[src/rtl/lag_pl_rx_buffer_pkg.sv]
// lag_pl_rx_buffer_pkg: shared link constants, PL id and flit record types
package lag_pl_rx_buffer_pkg;
  localparam int NUM_PLS = 4;
  localparam int FIFO_DEPTH = 4;
  localparam int FLIT_W = 32;
  localparam int PLID_W = $clog2(NUM_PLS);
  typedef logic [PLID_W-1:0] pl_id_t;
  typedef struct packed {
    logic head;
    logic tail;
    logic [FLIT_W-1:0] data;
  } flit_t;
endpackage

[src/rtl/lag_pl_rx_fifo.sv]
// lag_pl_rx_fifo: single-PL wrap-bit circular FIFO (wr_en/wr_data in, rd_en pop, FWFT rd_data, empty/full/count out)
module lag_pl_rx_fifo #(
  parameter int depth = 4,
  parameter int w = 34
) (
  input  logic                     clk,
  input  logic                     rst,
  input  logic                     wr_en,
  input  logic [w-1:0]             wr_data,
  input  logic                     rd_en,
  output logic [w-1:0]             rd_data,
  output logic                     empty,
  output logic                     full,
  output logic [$clog2(depth):0]   count
);
  localparam int aw = $clog2(depth);
  logic [w-1:0] mem [depth];
  logic [aw:0] wr, rd;
  assign empty = wr == rd;
  assign full = (wr[aw] != rd[aw]) && (wr[aw-1:0] == rd[aw-1:0]);
  assign count = wr - rd;
  assign rd_data = mem[rd[aw-1:0]];
  always_ff @(posedge clk)
    if (wr_en && !full) mem[wr[aw-1:0]] <= wr_data;
  always_ff @(posedge clk) begin
    if (rst) begin
      wr <= '0;
      rd <= '0;
    end else begin
      if (wr_en && !full) wr <= wr + 1'b1;
      if (rd_en && !empty) rd <= rd + 1'b1;
    end
  end
endmodule

[src/rtl/lag_pl_rx_buffer.sv]
// lag_pl_rx_buffer: per-PL receive FIFOs with framing check (in_* link flit, out_*/deq to switch, credit_out/pl_empty upstream, sticky err_ovf/err_proto)
module lag_pl_rx_buffer
  import lag_pl_rx_buffer_pkg::*;
#(
  parameter int num_pls = NUM_PLS,
  parameter int fifo_depth = FIFO_DEPTH,
  parameter int flit_w = FLIT_W,
  parameter int plid_w = PLID_W
) (
  input  logic                      clk,
  input  logic                      rst,
  input  logic                      in_valid,
  input  logic [plid_w-1:0]         in_pl,
  input  logic                      in_head,
  input  logic                      in_tail,
  input  logic [flit_w-1:0]         in_data,
  output logic [num_pls-1:0]        out_valid,
  output logic [num_pls-1:0]        out_head,
  output logic [num_pls-1:0]        out_tail,
  output logic [num_pls*flit_w-1:0] out_data,
  input  logic [num_pls-1:0]        deq,
  output logic [num_pls-1:0]        credit_out,
  output logic [num_pls-1:0]        pl_empty,
  output logic                      err_ovf,
  output logic                      err_proto
);
  localparam logic IDLE = 1'b0;
  localparam logic IN_PKT = 1'b1;
  logic [num_pls-1:0] wr_en, full, empty, acc, pop, st, st_n, proto;
  logic [flit_w+1:0] rd_data [num_pls];
  logic [$clog2(fifo_depth):0] count [num_pls];
  logic pl_ok;
  assign pl_ok = 32'(in_pl) < num_pls;
  genvar i;
  generate
    for (i = 0; i < num_pls; i++) begin : g_pl
      assign wr_en[i] = in_valid && pl_ok && (in_pl == plid_w'(i));
      assign acc[i] = wr_en[i] && !full[i];
      assign pop[i] = deq[i] && !empty[i];
      assign proto[i] = acc[i] && (st[i] == IDLE ? !in_head : in_head);
      assign st_n[i] = !acc[i] ? st[i] : in_head ? (in_tail ? IDLE : IN_PKT) : (in_tail ? IDLE : st[i]);
      lag_pl_rx_fifo #(.depth(fifo_depth), .w(flit_w + 2)) u_fifo (
        .clk(clk),
        .rst(rst),
        .wr_en(wr_en[i]),
        .wr_data({in_head, in_tail, in_data}),
        .rd_en(deq[i]),
        .rd_data(rd_data[i]),
        .empty(empty[i]),
        .full(full[i]),
        .count(count[i])
      );
      assign out_valid[i] = !empty[i];
      assign out_head[i] = rd_data[i][flit_w+1];
      assign out_tail[i] = rd_data[i][flit_w];
      assign out_data[i*flit_w +: flit_w] = rd_data[i][flit_w-1:0];
      assign pl_empty[i] = count[i] == '0;
    end
  endgenerate
  always_ff @(posedge clk) begin
    if (rst) begin
      st <= {num_pls{IDLE}};
      credit_out <= '0;
      err_ovf <= 1'b0;
      err_proto <= 1'b0;
    end else begin
      st <= st_n;
      credit_out <= pop;
      err_ovf <= err_ovf | |(wr_en & full);
      err_proto <= err_proto | |proto | (in_valid && !pl_ok);
    end
  end
endmodule

[config.mk]
export PLATFORM = sky130hd
export DESIGN_NAME = lag_pl_rx_buffer
export DESIGN_NICKNAME = d
export VERILOG_FILES = /design/src/rtl/lag_pl_rx_buffer_pkg.sv /design/src/rtl/lag_pl_rx_fifo.sv /design/src/rtl/lag_pl_rx_buffer.sv
export SDC_FILE = /design/constraint.sdc
export NUM_CORES = 1
export LEC_CHECK = 0
export ABC_AREA = 1
export CAP_MARGIN = 15
export CORE_MARGIN = 2
export CORE_UTILIZATION = 50
export DETAILED_ROUTE_END_ITERATION = 6
export PLACE_DENSITY_LB_ADDON = 0.12
export SLEW_MARGIN = 20
export SYNTH_ARGS = -nofsm -noshare
export SYNTH_HDL_FRONTEND = slang
export SYNTH_SLANG_ARGS = --single-unit
[constraint.sdc]
create_clock -name clk -period 3.1 [get_ports clk]
set_input_delay 0.465 -clock clk [delete_from_list [all_inputs] [get_ports clk]]
set_output_delay 0.465 -clock clk [all_outputs]
set_load 0.005 [all_outputs]
Word level (Yosys, flattened, before mapping)
Memory sizes are Yosys's and may differ from the RTL's. A register that Yosys moved wholly into a read port is not among the register bits.
Index checks and enable logic that the tools add are counted.
W data, S select, Z words.
{"block": "word_totals", "ff_bits": 34, "latch_bits": 0, "ramBits": 544, "mem_bits_ro": 0, "input_bits": 43, "output_inout_bits": 150, "n_memories": 4}
{"block": "classes", "add_sub_neg": 12, "multipliers": 0, "div": 0, "magnitude_cmp": 0, "n_eq_ne": 15, "shifts": 0, "muxes": 23, "bitwise": 3, "reduce_logical": 41}
{"name": "g_pl[0].u_fifo.mem", "words": 4, "word_bits": 34, "read_ports": 1, "rd_clocked_by_memory_dff": 1, "wr": 1, "line": "lag_pl_rx_fifo.sv:17", "text": "logic [w-1:0] mem [depth];"}
{"name": "g_pl[1].u_fifo.mem", "words": 4, "word_bits": 34, "read_ports": 1, "rd_clocked_by_memory_dff": 1, "wr": 1, "line": "lag_pl_rx_fifo.sv:17"}
{"name": "g_pl[2].u_fifo.mem", "words": 4, "word_bits": 34, "read_ports": 1, "rd_clocked_by_memory_dff": 1, "wr": 1, "line": "lag_pl_rx_fifo.sv:17"}
{"name": "g_pl[3].u_fifo.mem", "words": 4, "word_bits": 34, "read_ports": 1, "rd_clocked_by_memory_dff": 1, "wr": 1, "line": "lag_pl_rx_fifo.sv:17"}
{"cell": "$add A3 B1 Y3 const B", "n": 8}
{"cell": "$logic_and A1 B1 Y1", "n": 20}
{"cell": "$mux W2", "n": 8}
{"cell": "$mux W1", "n": 15}
{"cell": "$eq A3 B3 Y1", "n": 4}
{"cell": "$logic_not A3 Y1", "n": 4}
{"cell": "$sub A3 B3 Y3", "n": 4}
{"cell": "$logic_not A1 Y1", "n": 9}
{"cell": "$eq A2 B2 Y1", "n": 4}
{"cell": "$reduce_and A2 Y1", "n": 4}
{"cell": "$reduce_or A4 Y1", "n": 2}
{"cell": "$and A4 B4 Y4", "n": 1}
{"cell": "$eq A2 B2 Y1 const B", "n": 2}
{"cell": "$ne A1 B1 Y1", "n": 4}
{"cell": "$eq A2 B1 Y1 const B", "n": 1}
{"cell": "$logic_not A2 Y1", "n": 1}
{"cell": "$or A1 B1 Y1", "n": 2}
{"cell": "$reduce_bool A2 Y1", "n": 1}

Logic depth before layout (Yosys ltp)
Gate-level depths: netlist of the first run.
{"block": "logic_depth", "word_depth": 7, "ltp_mapped": 10, "depth_no_buf": 10}

Modules after synthesis
From an unflattened synthesis of the first run, not the netlist that was laid out.
{"block": "unflattened", "hier_cells": 1704, "area_unflattened_um2": 22824.4}
{"mod": "lag_pl_rx_fifo (g_pl[1].u_fifo ...)", "instances": 3, "cells_each": 404, "area_each_um2": 5564.1, "seq_area_each_um2": 4244.1}
{"mod": "lag_pl_rx_fifo (g_pl[0].u_fifo)", "instances": 1, "cells_each": 404, "area_each_um2": 5577.8, "seq_area_each_um2": 4244.1}
{"mod": "lag_pl_rx_buffer", "instances": 1, "cells_each": 88, "area_each_um2": 554.3, "seq_area_each_um2": 200.2}

Least setup slack after synthesis of the first run
Ideal clock, no wire load.
{"block": "synth_timing", "kind": "flip-flop to flip-flop", "start": "reg g_pl[1].u_fifo.wr[0]", "end": "mem g_pl[1].u_fifo.mem[0][0], enable pin", "setup_ns": 0.425, "t_arrival_ns": 2.516, "t_required_ns": 2.675, "slack_ns": 0.159, "path_stages_with_launch": 8, "path_buffers": 0, "path_cell_list": "dfxtp_1 -> inv_1 -> ha_1 -> nand2_1 -> inv_1 -> nand3_1 -> nand2_4 -> nor2_1"}
{"block": "synth_between", "elab_chain_len": 6}
{"element": "start, declared", "line": "lag_pl_rx_fifo.sv:18", "text": "logic [aw:0] wr, rd;"}
{"element": "start signal, assigned", "line": "lag_pl_rx_fifo.sv:30", "text": "if (wr_en && !full) wr <= wr + 1'b1;"}
{"element": "$eq A2 B2 Y1", "line": "lag_pl_rx_fifo.sv:20", "text": "assign full = (wr[aw] != rd[aw]) && (wr[aw-1:0] == rd[aw-1:0]);"}
{"element": "$logic_and A1 B1 Y1", "line": "lag_pl_rx_fifo.sv:20"}
{"element": "$logic_not A1 Y1", "line": "lag_pl_rx_fifo.sv:24", "text": "if (wr_en && !full) mem[wr[aw-1:0]] <= wr_data;"}
{"element": "$logic_and A1 B1 Y1", "line": "lag_pl_rx_fifo.sv:24"}
{"element": "$mux W1", "line": "lag_pl_rx_fifo.sv:24"}
{"element": "$mux W1 (implied by the code)", "line": "lag_pl_rx_fifo.sv:24"}
{"element": "end, declared", "line": "lag_pl_rx_fifo.sv:17"}
Parallel ways exist; a longest one is shown, timed or not.

==> results of run 1 <==
## sequential cells by signal (all words and copies together), names as in the netlist, named ones only
name	count
g_pl.u_fifo.mem	544
g_pl.u_fifo.rd	12
g_pl.u_fifo.wr	12
credit_out	4
st	4
err_ovf	1
err_proto	1
## cell families after synthesis
group,share of synthesized area
AOI/OAI and AO/OA,0.112
adders and majority gates,0.0157
DFF,0.771
xor gates and xnor gates,0.00511
and+or+nand+nor,0.0671
buffers and inverters,0.0284
## tightest hold or removal path: cells and delay by family, from the launching register on
family	cells	cell delay, ps
buf+inv	1	50
compound gates	1	50
flops	1	320
## per-layer routing
layer / vias up / GRT usage / share of wire
met3: 74 / 0.0456 / 0.065
met5: - / 0 / 0.00024
met1: 6941 / 0.335 / 0.43
met4: 2 / 0.0651 / 0.021
met2: 444 / 0.382 / 0.48
li1: 6393 / - / -
## final timing paths
check	start	end	cells after the start
hold reg to reg	st[2]	st[2]	2
setup / recovery	flop	out_data[3]	5
hold / removal	st[2]	st[2]	2
setup reg to reg	g_pl[3].u_fifo.wr[0]	g_pl[3].u_fifo.mem[1][15]	8
## synth_stat cells
library cell / number
nand2_4: 2
nand2_1: 30
ha_1: 28
o21ai_1: 6
nand2_2: 7
nor3_1: 2
nor2_2: 3
o21a_1: 1
xnor2_1: 7
o22ai_1: 136
clkbuf_2: 4
nand3_1: 16
dfxtp_1: 42
o21ai_0: 290
edfxtp_1: 544
clkbuf_1: 61
nor2_4: 3
nor3b_2: 1
buf_1: 1
nor2_1: 306
buf_4: 9
a21o_1: 1
inv_1: 65
inv_2: 1
nand4_1: 2
a21oi_1: 27
xor2_1: 6
buf_2: 13
o21bai_1: 3
## power groups by stage
stage                     sequential (mW)  clock (mW)  combinational, mW
after floorplan                      9.01           0               1.49
after global placement               9.05           0               3.50
after detailed placement             9.05           0               3.54
after CTS                            8.89        6.70               3.57
after global routing                 8.91        7.02               3.83
final                                8.89        6.59               3.54
## timing repair
item	in CTS	in global routing
setup buffers	0	0
endpoints found under the hold margin	0	0
resized for setup	4	8
endpoints found under the setup margin	3	25
## area by class of cell
type | instances | area (um^2) | area share
Multi-Input combinational cell | 877 | 4600 | 0.170
Inverter | 66 | 259 | 0.00958
Timing Repair Buffer | 245 | 2480 | 0.0917
Sequential cell | 586 | 17200 | 0.636
Antenna cell | 1 | 2.50 | 0.0000925
Tap cell | 592 | 741 | 0.0274
Clock inverter | 36 | 292 | 0.0108
Clock buffer | 69 | 1480 | 0.0548
==> summary.md, run 1 <==
| Metric | Value |
|---|---|
| Sequential share of power | `0.468` |
| Nets | `1904` |
| RSZ-0062 raised after global routing | `yes` |
| Buf+Inv Stages, Crit Path | `3` |
| Final ANT Viol Nets | `0` |
| Top cells by area, synth | `edfxtp_1, o21ai_0, nor2_1, o22ai_1, dfxtp_1` |
| Peak VDD IR | `0.447 mV` |
| CTS tree | `done` |
| Row cnt | `77` |
| Post-Route Skew | `19.4 ps` |
| Chip width | `215 um` |
| CP max-delay cell | `clkdlybuf4s50_1` |
| Filler cells | `3444` |
| CP delay by family, top | `buffers and inverters` |
| Gate Count Post-Synth | `1617` |
| Area delta synth->final | `21.4%` |
| Switching part of the total | `0.259` |
| Final core utilization | `0.613` |
| WL/cell | `22.4 um` |
| Clock transition at the registers of the reported paths | `60 ps` |
| DP HPWL | `33.5 mm` |
| Critical Path Max Stage Delay | `580 ps` |
| Die height | `215 um` |
| H-tree depth | `2` |
| Final hold vios | `0` |
| Hold buffer count at CTS | `0` |
| Gr ovfl total | `0` |
| Commonest non-fill, non-tap cells in the layout | `edfxtp_1, nor2_1, o21ai_0` |
| Initial DRC Count | `1281` |
| Via/cell ratio | `5.60` |
| Pleak | `9.04 nW` |
| Net Switching | `4.92 mW` |
| Setup violators final | `0` |
| Final WL | `55.3 mm` |
| Worst skew pair latency | `620 ps` |
| Share of layout cells above drive strength 1 | `0.0942` |
| Fmax | `329 MHz` |
| Max Cap Violations | `0` |
| Synth Net Count | `1688` |
| Internal power | `14.1 mW` |
| Core ar. | `44100 um^2` |
| Worst slew pin tran | `809 ps` |
| Port buffer count | `192` |
| Clock sink count | `586` |
| Non-filler instance count after layout | `2472` |
| WP data arrival | `2570 ps` |
| Synthesis-stage register bit count | `586` |
| Critical Path RT | `2630 ps` |
| I/O pins | `193` |
| WS Path Type | `reg2out` |
| First-pass GRT wire length | `82.3 mm` |
| Synth cell types | `29` |
| Critical Path Start Type | `flop` |
| Synth top area share | `0.733` |
| Vias in the first global route | `13300` |
| Placed Area | `25200 um^2` |
| First drt pass iteration count | `5` |
| Syn avg cell area | `13.8 um^2` |
| Pre-CTS setup slack | `604 ps` |
| Die area | `46300 um^2` |
| Hold slack | `469 ps` |
| Total CTS buffers | `57` |
| Mapped cell area | `22300 um^2` |
| Pin count of the biggest net entering global routing | `69` |
| Clk pwr share | `0.346` |
| Hold Crit Class | `reg2reg` |
| Cells after DPL | `2366` |
| Detailed-route via count | `13900` |
| Critical Path End Type | `primary output` |
| Synth Warn # | `0` |
| Initial antenna violation count | `2` |
| Min cycle time layout | `3040 ps` |
| Initial Utilization | `0.505` |
| Area leader, netlist | `edfxtp_1` |
| DRC Markers | `0` |
| Slew HR | `0.459` |
| Fin crit share | `0.980` |
| Setup_tns | `0 ps` |
| Final setup margin | `63.0 ps` |
| Commonest non-fill, non-tap cell in the layout | `edfxtp_1` |
| Seq/Total Area, Yosys | `0.771` |
| Tot Pwr | `19.0 mW` |
| Final Max Slew Viols | `0` |
| Maximum root-to-sink buffer count | `3` |
| Root Buffer | `clkbuf_16` |
| GR Util All Layers | `0.238` |
| PD cells | `703 nW/um^2` |
| Design Area, Final | `27000 um^2` |
| FF-to-FF setup slack | `910 ps` |
| Outcome | `finished, final reports clean` |
| CP Cell Sequence | `inv_2 -> buf_4 -> o21ai_0 -> o22ai_1 -> clkdlybuf4s50_1` |
| Logic pwr share | `0.186` |
| GP Congestion | `0.817` |
| CP Max Fanout | `21` |
No activity file was read; power rests on OpenSTA's default activity.
==> inputs of run 2 (changes only) <==
- CAP_MARGIN: 15 -> default
==> results of run 2 <==
The final DEF is identical to that of run 1; final timing and power are the same.
